$ cat src/rtl/sram_tp_be_arb.sv
// Round-robin arbiter sharing one two-port byte-enable SRAM (1 write, 1 read port) between REQ_NUM requesters.
// Latency: grants and SRAM command are combinational; read data returns 1 cycle after the read grant, tagged with rd_id.
// Backpressure: requesters hold req/payload until gnt; optional macro SRAM_TP_BE_ARB_BYPASS_EN merges same-cycle write data into colliding reads.
module sram_tp_be_arb #(
    parameter int REQ_NUM = 4,
    parameter int ADR_WD  = 6,
    parameter int DAT_WD  = 32,
    parameter int COL_WD  = 8,
    parameter int BE_WD   = DAT_WD / COL_WD,
    parameter int ID_WD   = $clog2(REQ_NUM)
) (
    input  logic                       clk,
    input  logic                       rst_n,
    input  logic [REQ_NUM-1:0]         wr_req,
    input  logic [REQ_NUM*ADR_WD-1:0]  wr_adr,
    input  logic [REQ_NUM*DAT_WD-1:0]  wr_dat,
    input  logic [REQ_NUM*BE_WD-1:0]   wr_be,
    output logic [REQ_NUM-1:0]         wr_gnt,
    input  logic [REQ_NUM-1:0]         rd_req,
    input  logic [REQ_NUM*ADR_WD-1:0]  rd_adr,
    output logic [REQ_NUM-1:0]         rd_gnt,
    output logic                       rd_vld,
    output logic [ID_WD-1:0]           rd_id,
    output logic [DAT_WD-1:0]          rd_dat,
    output logic                       sram_wr_ena,
    output logic [ADR_WD-1:0]          sram_wr_adr,
    output logic [DAT_WD-1:0]          sram_wr_dat,
    output logic [BE_WD-1:0]           sram_wr_be,
    output logic                       sram_rd_ena,
    output logic [ADR_WD-1:0]          sram_rd_adr,
    input  logic [DAT_WD-1:0]          sram_rd_dat
);

    logic [ID_WD-1:0] wr_ptr;
    logic [ID_WD-1:0] rd_ptr;
    logic [ID_WD-1:0] wr_idx;
    logic [ID_WD-1:0] rd_idx;
    logic             wr_hit;
    logic             rd_hit;

    // Returns {hit, index}; scanning offsets high-to-low leaves the closest requester at or above ptr.
    function automatic logic [ID_WD:0] rr_pick(input logic [REQ_NUM-1:0] req,
                                               input logic [ID_WD-1:0]   ptr);
        logic [ID_WD:0] res;
        int             k;
        res = '0;
        for (int off = REQ_NUM - 1; off >= 0; off--) begin
            k = int'(ptr) + off;
            if (k >= REQ_NUM) k = k - REQ_NUM;
            if (req[k]) res = {1'b1, ID_WD'(k)};
        end
        return res;
    endfunction

    function automatic logic [ID_WD-1:0] ptr_next(input logic [ID_WD-1:0] idx);
        return (int'(idx) == REQ_NUM - 1) ? '0 : idx + 1'b1;
    endfunction

    always_comb begin
        {wr_hit, wr_idx} = rr_pick(wr_req, wr_ptr);
        {rd_hit, rd_idx} = rr_pick(rd_req, rd_ptr);
    end

    assign wr_gnt      = wr_hit ? (REQ_NUM'(1) << wr_idx) : '0;
    assign rd_gnt      = rd_hit ? (REQ_NUM'(1) << rd_idx) : '0;
    assign sram_wr_ena = wr_hit;
    assign sram_rd_ena = rd_hit;

    always_comb begin
        sram_wr_adr = '0;
        sram_wr_dat = '0;
        sram_wr_be  = '0;
        sram_rd_adr = '0;
        if (wr_hit) begin
            sram_wr_adr = wr_adr[int'(wr_idx)*ADR_WD +: ADR_WD];
            sram_wr_dat = wr_dat[int'(wr_idx)*DAT_WD +: DAT_WD];
            sram_wr_be  = wr_be[int'(wr_idx)*BE_WD +: BE_WD];
        end
        if (rd_hit) begin
            sram_rd_adr = rd_adr[int'(rd_idx)*ADR_WD +: ADR_WD];
        end
    end

    always_ff @(posedge clk or negedge rst_n) begin
        if (!rst_n) begin
            wr_ptr <= '0;
            rd_ptr <= '0;
            rd_vld <= 1'b0;
            rd_id  <= '0;
        end else begin
            if (wr_hit) wr_ptr <= ptr_next(wr_idx);
            if (rd_hit) rd_ptr <= ptr_next(rd_idx);
            rd_vld <= rd_hit;
            rd_id  <= rd_idx;
        end
    end

`ifdef SRAM_TP_BE_ARB_BYPASS_EN
    logic              byp_hit;
    logic [DAT_WD-1:0] byp_dat;
    logic [BE_WD-1:0]  byp_be;

    // The SRAM returns pre-write data on a same-address collision; patch the written columns in.
    always_ff @(posedge clk or negedge rst_n) begin
        if (!rst_n) begin
            byp_hit <= 1'b0;
            byp_dat <= '0;
            byp_be  <= '0;
        end else begin
            byp_hit <= wr_hit && rd_hit && (sram_wr_adr == sram_rd_adr);
            byp_dat <= sram_wr_dat;
            byp_be  <= sram_wr_be;
        end
    end

    always_comb begin
        rd_dat = sram_rd_dat;
        for (int c = 0; c < BE_WD; c++) begin
            if (byp_hit && byp_be[c]) rd_dat[c*COL_WD +: COL_WD] = byp_dat[c*COL_WD +: COL_WD];
        end
    end
`else
    assign rd_dat = sram_rd_dat;
`endif

endmodule

$ cat config.mk
export PLATFORM = sky130hd
export DESIGN_NAME = sram_tp_be_arb
export DESIGN_NICKNAME = d
export VERILOG_FILES = /design/src/rtl/sram_tp_be_arb.sv
export SDC_FILE = /design/constraint.sdc
export NUM_CORES = 1
export LEC_CHECK = 0
export ABC_AREA = 0
export BUFFER_PORTS_ARGS = -buffer_cell sky130_fd_sc_hd__buf_2
export CAP_MARGIN = 25
export CORE_AREA = 2 2 126 128
export CTS_BUF_LIST = sky130_fd_sc_hd__clkbuf_8 sky130_fd_sc_hd__clkbuf_16
export CTS_CLUSTER_DIAMETER = 30
export DETAILED_ROUTE_END_ITERATION = 16
export DIE_AREA = 0 0 128 130
export PLACE_DENSITY_LB_ADDON = 0.3
export SKIP_CTS_REPAIR_TIMING = 1
export SLEW_MARGIN = 20
export SYNTH_ARGS = -nofsm -noshare
export SYNTH_HDL_FRONTEND = slang
export SYNTH_SLANG_ARGS = --single-unit
export TNS_END_PERCENT = 50
$ cat constraint.sdc
create_clock -name clk -period 3.05 [get_ports clk]
set_input_delay 0.915 -clock clk [delete_from_list [all_inputs] [get_ports clk]]
set_output_delay 0.915 -clock clk [all_outputs]
set_load 0.1 [all_outputs]
==> results by group <==
Outcome
  – Status: finished, violations left
  – Violated checks: setup timing

Layout
  – Antenna diodes: 0
  – Core Util, Final: 39.6%
  – Non-Filler Instances: 718
  – Share of cells above drive strength 1: 88.0%
  – Area Overhead vs Synth: 165%
  – Fin nets: 769
  – Layout fillers: 1476

Floorplanning
  – Initial core utilization: 14.9%
  – Die Ht: 130 um
  – Die Area: 16600 sq um
  – DIE WIDTH: 128 um
  – I/O pin count: 327
  – Core Area: 15400 sq um
  – Site Rows: 46

GRT
  – Largest net degree at the start of global routing: 22
  – Initial antenna violation count: 1
  – GR Util All Layers: 11.4%
  – Vias in the first global route: 3096
  – Congestion Overflow GR: 0
  – Global-route wire length before repair: 15.3 mm

Critical path
  – Worst Path Buf+Inv: 4
  – CP most frequent cell: buf_12
  – Worst-path cell chain: buf_2 -> nor2b_4 -> nor2_2 -> a2bb2oi_4 -> buf_12 -> buf_6 -> mux2i_2 -> o22ai_4 -> buf_12
  – Worst EP required: 2.13 ns
  – CP arrival: 2.51 ns
  – Worst setup EP type: output pin
  – Max stage delay on crit path: 0.31 ns
  – Critical path's slowest cell: mux2i_2
  – CP max FO: 22
  – Critical path class: input pin to output pin
  – Startpoint types: input pin
  – Top Family by Delay on Critical Path: buffers and inverters

STA
  – Final Hold Fails: 0
  – Worst Setup Slack, final: -0.379 ns
  – Max transition margin: 67.1%
  – Slew Viols, Final: 0
  – Fin Setup TNS: -15.96 ns
  – Worst Max-Slew Pin Slew: 0.498 ns
  – Crit path time final: 3.43 ns
  – Period Utilization, post-route: 112%
  – RSZ-0062 raised after global routing: true
  – Setup-failing EPs final: 56
  – Setup Skew: 0.000418 ns
  – Fmax: 292 MHz
  – Hold_ws: 0.518 ns

Clock network
  – Skew-Pair Late Insertion Delay: 0.23 ns
  – Worst-path clk slew: 0.04 ns
  – CTS H-tree depth: 1
  – CTS tree: done
  – CTS Root Cell: clkbuf_16
  – Clk buf depth: 2
  – Clock tree sinks: 7
  – CTS buffer count: 3

Synthesis
  – Post-synth top area share: 42.1%
  – Mapped Area: 2310 sq um
  – Synth cell types: 31
  – Leading area contributor after synthesis: mux2i_1
  – Post-synth EDFFs: 0
  – Ranking of synthesized cells by area: mux2i_1 (42%), o22ai_1 (13%), buf_4 (12%)
  – Most common cell in the synthesized netlist: mux2i_1
  – Sequential area share after synthesis: 7.60%
  – Top FF cell, synth: dfrtp_1
  – Synth Warn #: 0
  – Top cells by count, synth: mux2i_1 (97), o22ai_1 (48), buf_4 (36), and2_1 (8), ha_1 (8)
  – Post-synthesis average cell area: 8.84 sq um
  – Cells after Synth: 261
  – Synth async-reset ratio: 100%
  – Synth Net Count: 503
  – Yosys reg bits: 7

Drt
  – DRC viols: 0
  – Drt via density: 4.28
  – Drt wl/cell: 15.6 um
  – Iter 0 DRT Violations: 41
  – DRT antenna net count: 0
  – Vias: 3073
  – Routed wire length: 11.2 mm
  – DRT Pass-1 Iters: 3

Power
  – Pwr dens: 1410 nW/um^2
  – LEAKAGE: 0.00259 uW
  – Maximum VDD drop: 808 uV

Min path
  – Hold Crit Class: input pin to async pin

Placed design
  – Number of port buffers: 262
  – Dpl hpwl: 9.71 mm
  – DP Cell Count: 713
  – Routability Congestion: 0.753

Flow run
  – Max-Cap Viols: 0
flip-flops by register name, indices dropped and copies added, names as in the netlist:
signal / cells
rd_id: 2
rd_vld: 1
wr_ptr: 2
rd_ptr: 2
where the power goes:
part           leakage [uW]  internal, uW  switching, uW  total [uW]
clock             0.0000423           170           47.0         217
combinational       0.00247          3290           4930        8220
sequential        0.0000789           129           40.3         169
kinds of logic (layout without fill, tap and decap cells):
family / Yosys count / after routing / synth area share [%]
AOI/OAI and AO/OA: 58 / 58 / 17.1
buffers and inverters: 60 / 325 / 20.7
adders and majority gates: 8 / 8 / 4.34
muxes: 98 / 98 / 42.6
DFF: 7 / 7 / 7.60
and+or+nand+nor: 30 / 30 / 7.65
path summary, 6_finish.rpt:
kind | from | cells after the start | to | slack [ns]
setup / recovery | wr_req[0] | 9 | sram_wr_dat[27] | -0.38
hold / removal | rst_n | 1 | rd_vld | 0.52
setup reg to reg | wr_ptr[0] | 7 | wr_ptr[1] | 1.00
hold reg to reg | wr_ptr[0] | 1 | wr_ptr[0] | 0.58
max in group asynchronous | rst_n | 1 | rd_ptr[1] | 2.37
min in group clk | wr_ptr[0] | 1 | wr_ptr[0] | 0.58
layout by cell type (no fill, tap or decap), types with 2 or more instances in the layout:
cell	netlist	layout
nor2_1	3	3
buf_2	5	205
nand2_1	6	6
inv_4	0	2
ha_1	8	8
mux2i_2	0	49
clkbuf_16	0	4
and2_4	0	6
nor2b_4	1	2
dfrtp_1	7	7
buf_4	36	37
mux2i_4	0	27
mux2i_1	97	21
a2bb2oi_4	2	2
and2_2	0	2
clkbuf_4	3	2
inv_1	6	5
buf_12	4	61
buf_6	3	6
o22ai_4	0	48
a21oi_1	7	5
routing by layer:
layer  routed length (um)  vias up  GRT usage (%)
met1                 3730     1425           11.6
met5                   10        -              0
li1                     -     1478              -
met3                 1130        8           3.44
met4                   21        2          0.646
met2                 6310      160           23.6
cell type report:
class	instances	area, sq um	area share, %
Timing Repair Buffer	314	2680	43.8
Multi-Input combinational cell	194	2900	47.5
Clock buffer	3	75.1	1.23
Clock inverter	1	3.75	0.0615
Tap cell	192	240	3.94
Sequential cell	7	175	2.87
Inverter	7	31.3	0.513
worst register-to-register path, delay by kind of cell, from the launching register on:
family	cells	cell delay [ns]
simple gates	2	0.53
flops	1	0.41
compound gates	2	0.34
fa+ha+maj	1	0.29
mux	1	0.29
buf+inv	1	0.07
stage by stage:
step	worst slack, ns	cell area (sq um)	power [uW]
2_1_floorplan	-0.246	3140	5720
3_3_place_gp	-0.383	5480	7920
3_5_place_dp	-0.400	5480	7980
4_1_cts	-0.419	5560	8200
5_1_grt	-0.448	6100	8900
6_report	-0.379	6100	8610
(Power assumes the default switching activity.)
